===== src/rtl/halfbridge_duty_ctrl.sv =====
// Soft-start / fault sequencer owning the half-bridge duty word.
// Duty ramps toward a clamped target once per synchronized clk_int rising edge.
module halfbridge_duty_ctrl #(
    parameter int unsigned STEP = 4,
    parameter int unsigned DMAX = 900
) (
    input  logic       clk,
    input  logic       rst,
    input  logic       ce,
    input  logic       clk_int,
    input  logic       enable,
    input  logic [9:0] d_target,
    input  logic       fault,
    output logic [9:0] d_halfbridge,
    output logic       gate_en,
    output logic [1:0] state,
    output logic       fault_latched,
    output logic       at_target
);

    typedef enum logic [1:0] {
        S_IDLE  = 2'd0,
        S_RAMP  = 2'd1,
        S_RUN   = 2'd2,
        S_FAULT = 2'd3
    } state_t;

    localparam logic [10:0] STEP_W = 11'(STEP);
    localparam logic [10:0] DMAX_W = 11'(DMAX);
    localparam logic [9:0]  DMAX_V = 10'(DMAX);

    logic       int_s1_q, int_s2_q, int_s3_q;
    logic       flt_s1_q, flt_s2_q;
    logic       tick;
    state_t     state_q, state_d;
    logic [9:0] duty_q, duty_d;
    logic [9:0] tgt_q, tgt_d;
    logic       gate_en_q, gate_en_d;
    logic       at_target_q, at_target_d;
    logic       fault_latched_q, fault_latched_d;

    function automatic logic [9:0] clamp_tgt(input logic en, input logic [9:0] req);
        if (!en) begin
            return 10'd0;
        end else if ({1'b0, req} > DMAX_W) begin
            return DMAX_V;
        end else begin
            return req;
        end
    endfunction

    // Widened to 11 bits so neither direction can wrap past 0 or 1023.
    function automatic logic [9:0] step_toward(input logic [9:0] cur, input logic [9:0] tgt);
        logic [10:0] cur_w, tgt_w, up_w, nxt_w;
        cur_w = {1'b0, cur};
        tgt_w = {1'b0, tgt};
        up_w  = cur_w + STEP_W;
        if (cur_w < tgt_w) begin
            nxt_w = (up_w > tgt_w) ? tgt_w : up_w;
        end else if (cur_w > tgt_w) begin
            nxt_w = (cur_w > tgt_w + STEP_W) ? (cur_w - STEP_W) : tgt_w;
        end else begin
            nxt_w = cur_w;
        end
        return nxt_w[9:0];
    endfunction

    // Synchronizers: the fault chain always runs, the tick chain freezes with ce.
    always_ff @(posedge clk or posedge rst) begin
        if (rst) begin
            int_s1_q <= 1'b0;
            int_s2_q <= 1'b0;
            int_s3_q <= 1'b0;
            flt_s1_q <= 1'b0;
            flt_s2_q <= 1'b0;
        end else begin
            flt_s1_q <= fault;
            flt_s2_q <= flt_s1_q;
            if (ce) begin
                int_s1_q <= clk_int;
                int_s2_q <= int_s1_q;
                int_s3_q <= int_s2_q;
            end
        end
    end

    assign tick = int_s2_q & ~int_s3_q & ce;

    // Next-state: fault dominates, otherwise everything advances only on tick.
    always_comb begin
        state_d         = state_q;
        duty_d          = duty_q;
        tgt_d           = tgt_q;
        gate_en_d       = gate_en_q;
        at_target_d     = at_target_q;
        fault_latched_d = fault_latched_q;
        if (flt_s2_q) begin
            state_d = S_FAULT;
            duty_d  = 10'd0;
            tgt_d   = 10'd0;
        end else if (tick) begin
            tgt_d = clamp_tgt(enable, d_target);
            case (state_q)
                S_FAULT: begin
                    duty_d = 10'd0;
                    if (!enable) begin
                        state_d = S_IDLE;
                    end else begin
                        state_d = S_FAULT;
                    end
                end
                default: begin
                    duty_d = step_toward(duty_q, tgt_d);
                    if (duty_d != tgt_d) begin
                        state_d = S_RAMP;
                    end else if (tgt_d != 10'd0) begin
                        state_d = S_RUN;
                    end else begin
                        state_d = S_IDLE;
                    end
                end
            endcase
        end else begin
            state_d = state_q;
        end
        gate_en_d       = (state_d == S_RAMP) || (state_d == S_RUN);
        at_target_d     = (state_d == S_RUN) && (duty_d == tgt_d);
        fault_latched_d = (state_d == S_FAULT);
    end

    // Output and control registers.
    always_ff @(posedge clk or posedge rst) begin
        if (rst) begin
            state_q         <= S_IDLE;
            duty_q          <= 10'd0;
            tgt_q           <= 10'd0;
            gate_en_q       <= 1'b0;
            at_target_q     <= 1'b0;
            fault_latched_q <= 1'b0;
        end else begin
            state_q         <= state_d;
            duty_q          <= duty_d;
            tgt_q           <= tgt_d;
            gate_en_q       <= gate_en_d;
            at_target_q     <= at_target_d;
            fault_latched_q <= fault_latched_d;
        end
    end

    assign d_halfbridge  = duty_q;
    assign gate_en       = gate_en_q;
    assign state         = state_q;
    assign fault_latched = fault_latched_q;
    assign at_target     = at_target_q;

endmodule


===== config.mk =====
export PLATFORM = sky130hd
export DESIGN_NAME = halfbridge_duty_ctrl
export DESIGN_NICKNAME = d
export VERILOG_FILES = /design/src/rtl/halfbridge_duty_ctrl.sv
export SDC_FILE = /design/constraint.sdc
export NUM_CORES = 1
export LEC_CHECK = 0
export ABC_AREA = 1
export CORE_UTILIZATION = 50
export DETAILED_ROUTE_END_ITERATION = 8
export DONT_BUFFER_PORTS = 1
export PLACE_DENSITY_LB_ADDON = 0.08
export SYNTH_ARGS = -nofsm -noshare
export SYNTH_HDL_FRONTEND = slang
export SYNTH_SLANG_ARGS = --single-unit
export TNS_END_PERCENT = 100

===== constraint.sdc =====
create_clock -name clk -period 4.2 [get_ports clk]
set_input_delay 0.21 -clock clk [delete_from_list [all_inputs] [get_ports clk]]
set_output_delay 0.21 -clock clk [all_outputs]
set_load 0.05 [all_outputs]

* Yosys cells after proc, flatten, opt, wreduce, memory -nomap -nowiden
Index checks and enable logic that the tools add are counted.
** Operators by class
- Mux-type cells :: 22
- Bitwise operators :: 3
- Multiply operators :: 0
- Magnitude comparators :: 5
- Shift-type cells :: 0
- Reduce and logical (&&, ||, !) cells :: 3
- Add/sub/neg operators :: 3
- Divide/modulo/power cells :: 0
- Equal/unequal tests :: 6
** Operator list (count)
- 2-to-1 mux 10 bit :: 16
- adder 10 x 3 -> 11 bit, second input constant :: 2
- 2-to-1 mux 2 bit :: 6
- greater-than comparator 10 x 11 -> 1 bit :: 1
- greater-than comparator 11 x 10 -> 1 bit :: 1
- == test 10 bit :: 1
- greater-than comparator 10 bit :: 1
- greater-than comparator 10 bit, second input constant :: 1
- < comparator 10 bit :: 1
- inequality test 10 bit :: 1
- nonzero test 10 bit :: 1
- subtractor 10 x 3 -> 10 bit, second input constant :: 1
- == test 2 bit, second input constant :: 3
- AND 1 bit :: 2
- == test 2 x 1 -> 1 bit, second input constant :: 1
- logical AND 1 bit :: 1
- logical OR 1 bit :: 1
- inverter 1 bit :: 1
** Storage, ports and cells
- Flip-flop bits (word level) :: 30
- Memory bits (writable) :: 0
- Bits in read-only memories :: 0
- Memories kept :: 0
- Bits in latches :: 0
- Output and inout bits :: 15

* Depth between registers and ports, before layout
Gate-level depths: netlist (run 1).
- Depth in word-level cells :: 20
- Gate-level depth with buffers :: 39
- Gate-level depth less buffers :: 39

* Least setup slack after synthesis (run 1)
Ideal clock, no wire load.
- Path type :: register to register
- From :: register duty_q[2], in the netlist d_halfbridge[2]
- To :: register at_target_q, in the netlist at_target
- Period minus slack after synthesis :: 3597 ps
- Arrival time :: 3526 ps
- Buffers on the path :: 0
- Slack :: 603 ps
- Stages on the path, launching flop included :: 27
- Data required time :: 4129 ps
- Cell sequence :: dfrtp_1 > ha_1 > nand3_2 > nor2_4 > xor2_1 > ha_1 > a21o_1 > a21oi_1 > nand2_2 > nand2_4 > nand2_4 > nand2_1 > nand3_1 > nand3_1 > nand2_1 > nor2_1 > nand2_1 > nor2_1 > nand2_1 > nand2_2 > nand2_2 > a21oi_2 > ha_1 > o21ai_0 > nor2_1 > nand3_1 > nor2_1
** On the way
- Longest elaborated chain between the ends :: 14
** Ends and longest elaborated chain
- start, declared :: RTL line 36 : logic [9:0] duty_q, duty_d;
- start signal, assigned :: RTL line 142 : duty_q <= duty_d;
- adder 10 x 3 -> 11 bit, or another cell as far along :: RTL line 57 : up_w = cur_w + STEP_W;
- greater-than comparator 11 x 10 -> 1 bit or 2-to-1 mux 10 bit (tied branches) :: RTL line 59, 61
- 2-to-1 mux 10 bit, on equally long branches :: RTL line 59, 60
- 2-to-1 mux 10 bit :: RTL line 58 : if (cur_w < tgt_w) begin
- 2-to-1 mux 10 bit :: RTL line 103 : case (state_q)
- 2-to-1 mux 10 bit :: RTL line 101 : end else if (tick) begin
- 2-to-1 mux 10 bit :: RTL line 97 : if (flt_s2_q) begin
- inequality test 10 bit :: RTL line 114 : if (duty_d != tgt_d) begin
- 2-to-1 mux 2 bit :: RTL line 114
- 2-to-1 mux 2 bit :: RTL line 103
- 2-to-1 mux 2 bit :: RTL line 101
- 2-to-1 mux 2 bit :: RTL line 97
- == test 2 bit :: RTL line 127 : at_target_d = (state_d == S_RUN) && (duty_d == tgt_d);
- logical AND 1 bit (*) :: RTL line 127
- via at_target_d :: RTL line 39 : logic at_target_q, at_target_d;
- end signal, assigned :: RTL line 145 : at_target_q <= at_target_d;
- end, declared :: RTL line 39
The timed path passes the listed nets; every way through them passes the cells marked *. The select of a mux whose other input is x is not followed.
A chain may end at the register's enable or synchronous reset.

* Worst setup path in the final report (run 1)
- From :: input port d_target[1]
- To :: register at_target_q, in the netlist at_target
** On the way
- Longest elaborated chain between the ends :: 20
** Ends and longest elaborated chain
- start, declared :: RTL line 12 : input logic [9:0] d_target,
- greater-than comparator 10 bit :: RTL line 45 : end else if ({1'b0, req} > DMAX_W) begin
- 2-to-1 mux 10 bit (*) :: RTL line 45
- 2-to-1 mux 10 bit (*) :: RTL line 43 : if (!en) begin
- 2-to-1 mux 10 bit (*) :: RTL line 101
- 2-to-1 mux 10 bit (*) :: RTL line 97
- adder 10 x 3 -> 11 bit :: RTL line 61 : nxt_w = (cur_w > tgt_w + STEP_W) ? (cur_w - STEP_W) : tgt_w;
- greater-than comparator 10 x 11 -> 1 bit :: RTL line 61
- 2-to-1 mux 10 bit :: RTL line 61
- (+5 left out)
- inequality test 10 bit :: RTL line 114
- 2-to-1 mux 2 bit :: RTL line 114
- 2-to-1 mux 2 bit :: RTL line 103
- 2-to-1 mux 2 bit :: RTL line 101
- 2-to-1 mux 2 bit :: RTL line 97
- == test 2 bit :: RTL line 127
- logical AND 1 bit (*) :: RTL line 127
- via at_target_d :: RTL line 39
Marked as above.

==> results of run 1 <==
-- per-stage QoR --
stage | worst slack, ns | hold WS (ns) | total power [mW]
detailed placement | 0.07964 | 0.2415 | 1.050
floorplan | 0.6031 | 0.2414 | 0.8848
global route | -0.005573 | 0.01936 | 1.478
finish | 0.4423 | 0.02868 | 1.373
global placement | 0.1365 | 0.2415 | 1.049
CTS | 0.3680 | 0.02455 | 1.347
-- registers in the layout, summed over array words and instances, names as in the netlist --
name,flops
at_target,1
tgt_q,10
flt_s2_q,1
d_halfbridge,10
int_s1_q,1
fault_latched,1
flt_s1_q,1
int_s3_q,1
int_s2_q,1
state,2
gate_en,1
-- kinds of logic (layout without fill, tap and decap cells) --
group,after synthesis,count (layout),synth area share [%]
adders and majority gates,32,32,11.86
and+or+nand+nor,294,294,42.31
xor gates and xnor gates,14,14,3.631
buffers and inverters,91,115,11.04
DFF,30,30,22.23
AOI/OAI and AO/OA,54,54,8.930
-- worst min-delay path by stage --
stage / from / to / slack [ns] / depth (start not counted)
after floorplan: fault / flt_s1_q / 0.24 / 0
after CTS: ce / int_s1_q / 0.02 / 1
after global routing: ce / int_s1_q / 0.02 / 1
after global placement: fault / flt_s1_q / 0.24 / 0
final: ce / int_s1_q / 0.03 / 1
after detailed placement: fault / flt_s1_q / 0.24 / 0
-- per-layer routing --
metal	global-route usage (%)	vias to the layer above
li1	-	1692
met1	43.89	1604
met2	54.77	136
met3	5.310	18
met4	5.956	0
met5	0	-
-- area by class of cell --
| cell class | instances | area (sq um) | area share [%] |
|---|---|---|---|
| repair buffers | 25 | 196.4 | 5.254 |
| clock inverters | 3 | 40.04 | 1.071 |
| flip-flops and latches | 30 | 752.0 | 20.11 |
| well taps | 77 | 96.34 | 2.577 |
| inverters | 82 | 315.3 | 8.434 |
| clock buffers | 5 | 68.82 | 1.841 |
| multi-input cells | 394 | 2270 | 60.71 |
-- power breakdown --
part,internal (mW),total [mW],switching [mW]
registers,0.314,0.358,0.0435
logic,0.233,0.721,0.488
clock network,0.174,0.294,0.120
total,0.722,1.37,0.651
-- critical path, delay by kind of cell --
kind	cells	cell delay [ns]
XOR/XNOR	1	0.18
adder cells (fa/ha/maj)	3	0.65
buffers and inverters	3	0.21
AO/OA/AOI/OAI	2	0.19
AND/OR/NAND/NOR	28	2.55
-- cell usage in the layout (no fill, tap or decap), types with 5 or more instances in the layout --
cell,synthesis,routed
a21oi_1,23,22
buf_4,1,22
clkbuf_8,0,5
dfrtp_1,30,29
ha_1,32,32
inv_1,70,70
inv_2,9,9
nand2_1,146,146
nand2_2,10,10
nand2_4,6,6
nand3_1,56,56
nand3_2,13,13
nand4_1,7,7
nor2_1,38,36
nor2_2,6,8
o21ai_0,16,16
xor2_1,11,10
-- what timing repair did --
item                                   in CTS  in global routing
endpoints found under the hold margin       2                  0
buffers inserted                            0                  6
gates resized for setup                     0                  6
hold buffers                                2                  0
setup endpoints to repair                   0                  1
==> impl_metrics.env, run 1 <==
export IMPL_skew_ns=0.005760
export IMPL_fmax_mhz=266.1
export IMPL_wl_met3_microns=724
export IMPL_worstHoldPathType="input port to flop"
export IMPL_dp_cells=600
export IMPL_die_area_sq_mm=0.007086
export IMPL_dr_pass1_iters=7
export IMPL_final_setup_viol_count=0
export IMPL_clock_sinks=30
export IMPL_die_h_microns=84.18
export IMPL_worstPathArrival_ns=3.99
export IMPL_antenna_found_initial=0
export IMPL_synth_cell_type_count=39
export IMPL_yosysWarnings=0
export IMPL_cp_start_kind="input port"
export IMPL_path_common_cell="nand2_1"
export IMPL_min_period_over_period_pct=89.47
export IMPL_synth_fp_nets=563
export IMPL_place_area_sq_mm=0.003543
export IMPL_slew_headroom_pct=25.29
export IMPL_fin_cells=616
export IMPL_synth_most_common_cell="nand2_1"
export IMPL_met1_length_mm=4.758
export IMPL_post_route_drc_count=4
export IMPL_io_buffers=0
export IMPL_yosys_top_cells_count="nand2_1 (146), inv_1 (70), nand3_1 (56), nor2_1 (38), ha_1 (32)"
export IMPL_h_tree_depth=2
export IMPL_synth_edff_count=0
export IMPL_syn_area_per_cell_sq_um=6.557
export IMPL_crit_slowest_cell="ha_1"
export IMPL_detail_route_antenna_nets=0
export IMPL_areaGrowthSynthToFinish_pct=10.71
export IMPL_rr_startpoint="d_halfbridge[2]"
export IMPL_grt_overflow_total=0
export IMPL_synth_area_top_cells="dfrtp_1 (22%), nand2_1 (16%), ha_1 (12%), nand3_1 (8.3%), inv_1 (7.8%)"
export IMPL_critPathKind="input port to flop"
export IMPL_viasPerCell=5.601
export IMPL_critPathCaptureType="flop"
export IMPL_place_hpwl_mm=8.411
export IMPL_finalInstanceArea_sq_mm=0.003739
export IMPL_fill_cells=653
export IMPL_netlist_area_sq_mm=0.003377
export IMPL_drive_above_1_share_pct=17.07
export IMPL_fin_crit_ns=3.758
export IMPL_cp_required_ns=4.43
export IMPL_drv_cap=0
export IMPL_n_antenna_cell=0
export IMPL_crit_fanout=8
export IMPL_core_sq_mm=0.006422
export IMPL_start_util_pct=52.58
export IMPL_r2r_cells=29
export IMPL_grt_max_degree=37
export IMPL_power_density_mw_per_mm2=367.2
export IMPL_r2r_end="at_target"
export IMPL_io_pins=31
export IMPL_grt_pass1_vias=3372
export IMPL_cts_made_buffers=5
export IMPL_worstSetupEndpoint="at_target"
export IMPL_outcome="complete, but fails checks"
export IMPL_yosysTopAreaCell="dfrtp_1"
export IMPL_ys_seq_elements=30
export IMPL_path_clk_slew_ns=0.07
export IMPL_cts_tree="yes"
export IMPL_slew_viol_final=0
export IMPL_async_flop_share_pct=100.0
export IMPL_dr_wl_met2_mm=5.071
export IMPL_die_x_microns=84.18
export IMPL_irDropWorstVdd_mv=0.2636
export IMPL_grt_pass1_wl_mm=17.35
export IMPL_leakage_nw=2.088
export IMPL_synth_top_area_share_pct=22.23
export IMPL_vias=3450
export IMPL_final_util_pct=58.21
export IMPL_finish_net_count=586
export IMPL_cts_root_buf="clkbuf_8"
export IMPL_synth_cells=515
export IMPL_std_cell_rows=29
export IMPL_wl_per_cell_microns=17.38
export IMPL_r2r_setup_slack_ns=0.47
export IMPL_gp_congestion=0.9605
export IMPL_clk_latency_ns=0.29
export IMPL_finalWirelength_mm=10.71
export IMPL_grtUsageTotal_pct=32.31
export IMPL_setup_tns_ns=0
export IMPL_worst_pin_slew_ns=1.119
export IMPL_drt_initial_drc_count=353
export IMPL_slowest_delay_ns=0.30
export IMPL_critPathLaunch="d_target[1]"
export IMPL_dr_max_layer_used="met4"
export IMPL_ys_flop_type="dfrtp_1"
export IMPL_seq_area_frac_synth_pct=22.23
export IMPL_violations="design-rule violations"
export IMPL_hold_viol_final=0
export IMPL_clockBufferDepth=2
(Power assumes the default switching activity.)
==> run 2: changes to the inputs <==
--- a/config.mk
+++ b/config.mk
@@ -9,7 +9,6 @@
 export CORE_UTILIZATION = 50
 export DETAILED_ROUTE_END_ITERATION = 8
 export DONT_BUFFER_PORTS = 1
-export PLACE_DENSITY_LB_ADDON = 0.08
 export SYNTH_ARGS = -nofsm -noshare
 export SYNTH_HDL_FRONTEND = slang
 export SYNTH_SLANG_ARGS = --single-unit
==> run 2 against run 1 <==
- the flow now finishes without violations
- clock power down 20%
- clock skew down 0.0025 ns
- clock-buffer cell count up 2
- total power down 6.0%
- die area unchanged
- maximum frequency up 0.65%
- register-to-register slack better by 0.03 ns
- final area down 1.2%
- critical path type unchanged
- critical path depth up 1
- largest cell class unchanged
==> impl_metrics.env, run 2 (synthesis gave the netlist of run 1 again) <==
export IMPL_outcome="finished clean"
export IMPL_die_x_microns=84.18
export IMPL_crit_fanout=7
export IMPL_n_antenna_cell=0
export IMPL_use_met3_pct=5.703
export IMPL_path_common_cell="nand2_1"
export IMPL_finish_net_count=581
export IMPL_die_area_sq_mm=0.007086
export IMPL_leakage_nw=2.052
export IMPL_cts_setup_buffers=0
export IMPL_finalWirelength_mm=10.07
export IMPL_io_pins=31
export IMPL_drive_above_1_share_pct=16.48
export IMPL_grt_max_degree=37
export IMPL_dr_pass1_iters=5
export IMPL_areaGrowthSynthToFinish_pct=9.337
export IMPL_fmax_mhz=267.9
export IMPL_rr_startpoint="d_halfbridge[5]"
export IMPL_hold_viol_final=0
export IMPL_worst_pin_slew_ns=0.5089
export IMPL_gr_usage_met1_pct=41.47
export IMPL_drt_initial_drc_count=268
export IMPL_final_setup_viol_count=0
export IMPL_timing_critical_path_buf_inv=3
export IMPL_cp_required_ns=4.40
export IMPL_grt_pass1_vias=3254
export IMPL_rsz0062_at_grt="false"
export IMPL_gr_max_usage_layer="met2"
export IMPL_power_density_mw_per_mm2=349.6
export IMPL_vias=3379
export IMPL_worstHoldPathType="input port to flop"
export IMPL_clockBufferDepth=2
export IMPL_h_tree_depth=2
export IMPL_crit_slowest_cell="ha_1"
export IMPL_slowest_delay_ns=0.29
export IMPL_whs_path_depth=1
export IMPL_grt_pass1_wl_mm=16.64
export IMPL_slew_viol_final=0
export IMPL_cts_root_buf="clkbuf_8"
export IMPL_r2r_setup_slack_ns=0.50
export IMPL_clk_latency_ns=0.27
export IMPL_crit_family="simple AND/OR/NAND/NOR gates"
export IMPL_cp_start_kind="input port"
export IMPL_min_period_over_period_pct=88.89
export IMPL_cts_made_buffers=5
export IMPL_layout_commonest_cell="nand2_1"
export IMPL_r2r_cells=27
export IMPL_cts_tree="yes"
export IMPL_detail_route_antenna_nets=0
export IMPL_drv_cap=0
export IMPL_critPathKind="input port to flop"
export IMPL_grtUsageTotal_pct=30.52
export IMPL_fill_cells=635
export IMPL_hold_path_end="int_s2_q"
export IMPL_fin_crit_ns=3.733
export IMPL_die_h_microns=84.18
export IMPL_slew_headroom_pct=66.03
export IMPL_hold_start="ce"
export IMPL_start_util_pct=52.58
export IMPL_grtUsageMet2_pct=50.45
export IMPL_final_cell_mix="nand2_1 (145), inv_1 (70), nand3_1 (56)"
export IMPL_path_clk_slew_ns=0.06
export IMPL_place_area_sq_mm=0.003543
export IMPL_place_hpwl_mm=7.932
export IMPL_grt_overflow_total=0
export IMPL_gp_congestion=0.9529
export IMPL_worstPathArrival_ns=3.94
export IMPL_setup_tns_ns=0
export IMPL_total_power_mw=1.291
export IMPL_final_util_pct=57.49
export IMPL_clock_sinks=30
export IMPL_wl_per_cell_microns=16.49
export IMPL_io_buffers=0
export IMPL_finalInstanceArea_sq_mm=0.003692
export IMPL_post_route_drc_count=0
export IMPL_core_sq_mm=0.006422
export IMPL_viasPerCell=5.530
export IMPL_skew_ns=0.003238
export IMPL_std_cell_rows=29
export IMPL_irDropWorstVdd_mv=0.2871
export IMPL_antenna_found_initial=0
export IMPL_critPathCaptureType="flop"
export IMPL_r2r_end="at_target"
[run 2: cell count changes in the layout (fill, tap and decap cells not counted), moves of 2 or more]
cell / change
dfrtp_2: +2
dfrtp_1: -2
nand2_2: +2
buf_4: -6
[run 2: power by group]
part	internal [mW]	switching, mW
logic	0.226	0.474
registers	0.315	0.0426
clock network	0.132	0.102
[run 2: timing repair]
action                                  in CTS  in global routing
hold buffers                                 2                  0
resized for setup                            0                  9
hold endpoints to repair                    31                  0
endpoints found under the setup margin       0                  1
[run 2: worst max path at each step]
| stage | start | end | slack (ns) | cells past startpoint |
|---|---|---|---|---|
| 6_report | d_target[1] | at_target | 0.47 | 38 |
| 5_1_grt | d_target[1] | at_target | 0.002 | 38 |
| 4_1_cts | d_halfbridge[2] | at_target | 0.39 | 29 |
| 3_5_place_dp | d_target[1] | at_target | 0.15 | 38 |
| 3_3_place_gp | d_target[1] | at_target | 0.26 | 38 |
| 2_1_floorplan | d_halfbridge[2] | at_target | 0.60 | 26 |
[run 2: layer usage]
metal	up-vias	part of all wire (%)
met5	-	0
met4	0	1.5
met3	14	8.4
met2	144	46
met1	1528	44
li1	1693	-
[run 2: through the flow]
stage	hold WS [ns]	cells	worst slack (ns)
2_1_floorplan	0.2414	515	0.6031
4_1_cts	0.009262	610	0.3943
3_5_place_dp	0.2008	600	0.1462
3_3_place_gp	0.1942	600	0.2617
5_1_grt	0.01063	611	0.001868
6_report	0.01554	611	0.4666
[run 2: final cells by class]
cell class                      instances  area [sq um]  area share (%)
Multi-Input combinational cell        395          2283           61.84
Clock inverter                          1         5.005          0.1355
Timing Repair Buffer                   19         151.4           4.100
Clock buffer                            7         86.33           2.338
Inverter                               82         315.3           8.539
Tap cell                               77         96.34           2.609
Sequential cell                        30         754.5           20.43
==> run 3: changes to the inputs <==
--- a/config.mk
+++ b/config.mk
@@ -6,9 +6,11 @@
 export NUM_CORES = 1
 export LEC_CHECK = 0
 export ABC_AREA = 1
+export CORE_MARGIN = 10
 export CORE_UTILIZATION = 50
 export DETAILED_ROUTE_END_ITERATION = 8
 export DONT_BUFFER_PORTS = 1
+export REMOVE_ABC_BUFFERS = 1
 export SYNTH_ARGS = -nofsm -noshare
 export SYNTH_HDL_FRONTEND = slang
 export SYNTH_SLANG_ARGS = --single-unit
==> run 3 against run 2 <==
- largest cell class unchanged
- largest power group unchanged
- combinational power is 2% lower
- maximum frequency down 3.4%
- global-route usage fell by 11 points
- total power up 2.5%
- clock-buffer cell count down 2
- register-to-register slack worse by 0.17 ns
==> impl_metrics.env, run 3 (synthesis gave the netlist of run 1 again) <==
export IMPL_cts_tree="yes"
export IMPL_fill_cells=662
export IMPL_areaGrowthSynthToFinish_pct=9.003
export IMPL_die_x_microns=102.2
export IMPL_worstPathArrival_ns=4.08
export IMPL_post_place_ws_ns=0.06578
export IMPL_grt_pass1_wl_mm=15.93
export IMPL_slew_headroom_pct=64.04
export IMPL_dp_cells=597
export IMPL_drive_above_1_share_pct=15.82
export IMPL_viasPerCell=5.479
export IMPL_crit_slowest_cell="dfrtp_1"
export IMPL_start_util_pct=52.29
export IMPL_cp_start_kind="flop"
export IMPL_dr_pass1_iters=5
export IMPL_cp_required_ns=4.42
export IMPL_layout_commonest_cell="nand2_1"
export IMPL_io_buffers=0
export IMPL_worstHoldPathType="input port to flop"
export IMPL_finalWirelength_mm=9.901
export IMPL_n_antenna_cell=0
export IMPL_total_power_mw=1.323
export IMPL_drt_initial_drc_count=245
export IMPL_internal_power_mw=0.7074
export IMPL_wl_per_cell_microns=16.28
export IMPL_clock_sinks=30
export IMPL_core_sq_mm=0.006459
export IMPL_io_pins=31
export IMPL_worst_pin_slew_ns=0.5324
export IMPL_cts_root_buf="clkbuf_8"
export IMPL_final_cell_mix="nand2_1 (145), inv_1 (70), nand3_1 (56)"
export IMPL_p_seq_share_pct=26.9
export IMPL_comb_power_share_pct=51.9
export IMPL_fin_cells=608
export IMPL_final_setup_viol_count=0
export IMPL_irDropWorstVdd_mv=0.3298
export IMPL_slowest_delay_ns=0.40
export IMPL_switching_power_mw=0.6158
export IMPL_gp_congestion=0.9290
export IMPL_outcome="finished clean"
export IMPL_fin_ws_ns=0.3348
export IMPL_min_period_over_period_pct=92.03
export IMPL_pwr_share_clk_pct=21.3
export IMPL_clockBufferDepth=2
export IMPL_leakage_nw=2.049
export IMPL_grtUsageTotal_pct=19.32
export IMPL_vias=3331
export IMPL_final_util_pct=56.99
export IMPL_cts_setup_buffers=0
export IMPL_die_h_microns=102.2
export IMPL_grt_overflow_total=0
export IMPL_critPathCaptureType="flop"
export IMPL_grt_max_degree=37
export IMPL_hold_viol_final=0
export IMPL_skew_ns=0.008793
export IMPL_post_route_drc_count=0
export IMPL_path_clk_slew_ns=0.07
export IMPL_grt_pass1_vias=3219
export IMPL_p_sw_share_pct=46.54
export IMPL_fin_crit_ns=3.865
export IMPL_clk_latency_ns=0.28
export IMPL_place_hpwl_mm=7.750
export IMPL_power_density_mw_per_mm2=359.5
export IMPL_slew_viol_final=0
export IMPL_fmax_mhz=258.7
export IMPL_antenna_found_initial=0
export IMPL_die_area_sq_mm=0.01044
export IMPL_critPathKind="flop to flop"
export IMPL_drv_cap=0
export IMPL_finish_net_count=578
export IMPL_detail_route_antenna_nets=0
export IMPL_cts_made_buffers=5
export IMPL_std_cell_rows=29
export IMPL_crit_fanout=10
export IMPL_h_tree_depth=2
==> run 3: cell count changes in the layout (fill, tap and decap cells not counted), sizes merged <==
cell / before / now
buf: 17 / 14
clkinv: 2 / 3
bufinv: 0 / 1
clkbuf: 7 / 5
==> run 3: metal layers <==
metal / share of wire (%) / GRT usage, %
met1: 44 / 24.60
met5: 0 / 0
met2: 46 / 32.00
met4: 2.4 / 7.484
met3: 7.3 / 3.104
==> run 3: worst max-delay path, delay by kind of cell (launching register included) <==
family	cells	cell delay, ns
AO/OA/AOI/OAI	4	0.64
flip-flops	1	0.40
AND/OR/NAND/NOR	18	1.88
adder cells (fa/ha/maj)	3	0.64
XOR/XNOR	1	0.22
==> run 3: power by group through the flow <==
| stage | combinational (mW) | clock [mW] | sequential [mW] |
|---|---|---|---|
| 2_1_floorplan | 0.481 | 0 | 0.390 |
| 3_3_place_gp | 0.666 | 0 | 0.360 |
| 3_5_place_dp | 0.668 | 0 | 0.360 |
| 4_1_cts | 0.673 | 0.291 | 0.355 |
| 5_1_grt | 0.774 | 0.302 | 0.359 |
| 6_report | 0.686 | 0.281 | 0.356 |
==> run 3: repair_timing <==
item                       4_1_cts  5_1_grt
gates resized for setup          0        6
hold buffers                     2        0
hold endpoints to repair        31        0
setup endpoints to repair        0        1
==> run 3: final timing paths <==
| check | to | depth (start not counted) | slack (ns) | start |
|---|---|---|---|---|
| setup / recovery | at_target | 26 | 0.33 | d_halfbridge[3] |
| hold / removal | int_s2_q | 1 | 0.01 | ce |
| setup reg to reg | at_target | 26 | 0.33 | d_halfbridge[3] |
| hold reg to reg | flt_s2_q | 0 | 0.35 | flt_s1_q |
| max in group asynchronous | d_halfbridge[2] | 3 | 3.45 | rst |
| min in group asynchronous | d_halfbridge[7] | 3 | 0.45 | rst |
==> run 3: metrics by stage <==
stage                     TNS [ns]  hold WS [ns]  instance area, sq um
final                            0       0.01136                  3681
after global routing      -0.02320      0.003397                  3681
after CTS                        0      0.001742                  3650
after detailed placement         0        0.1997                  3521
after global placement           0        0.1925                  3521
after floorplan                  0        0.2414                  3319
==> run 3: cell type report <==
cell class | count | area [sq um] | area share, %
multi-input cells | 395 | 2283 | 62.03
flip-flops and latches | 30 | 752.0 | 20.43
inverters | 82 | 315.3 | 8.566
repair buffers | 16 | 125.1 | 3.399
well taps | 77 | 96.34 | 2.617
clock buffers | 5 | 68.82 | 1.869
clock inverters | 3 | 40.04 | 1.088
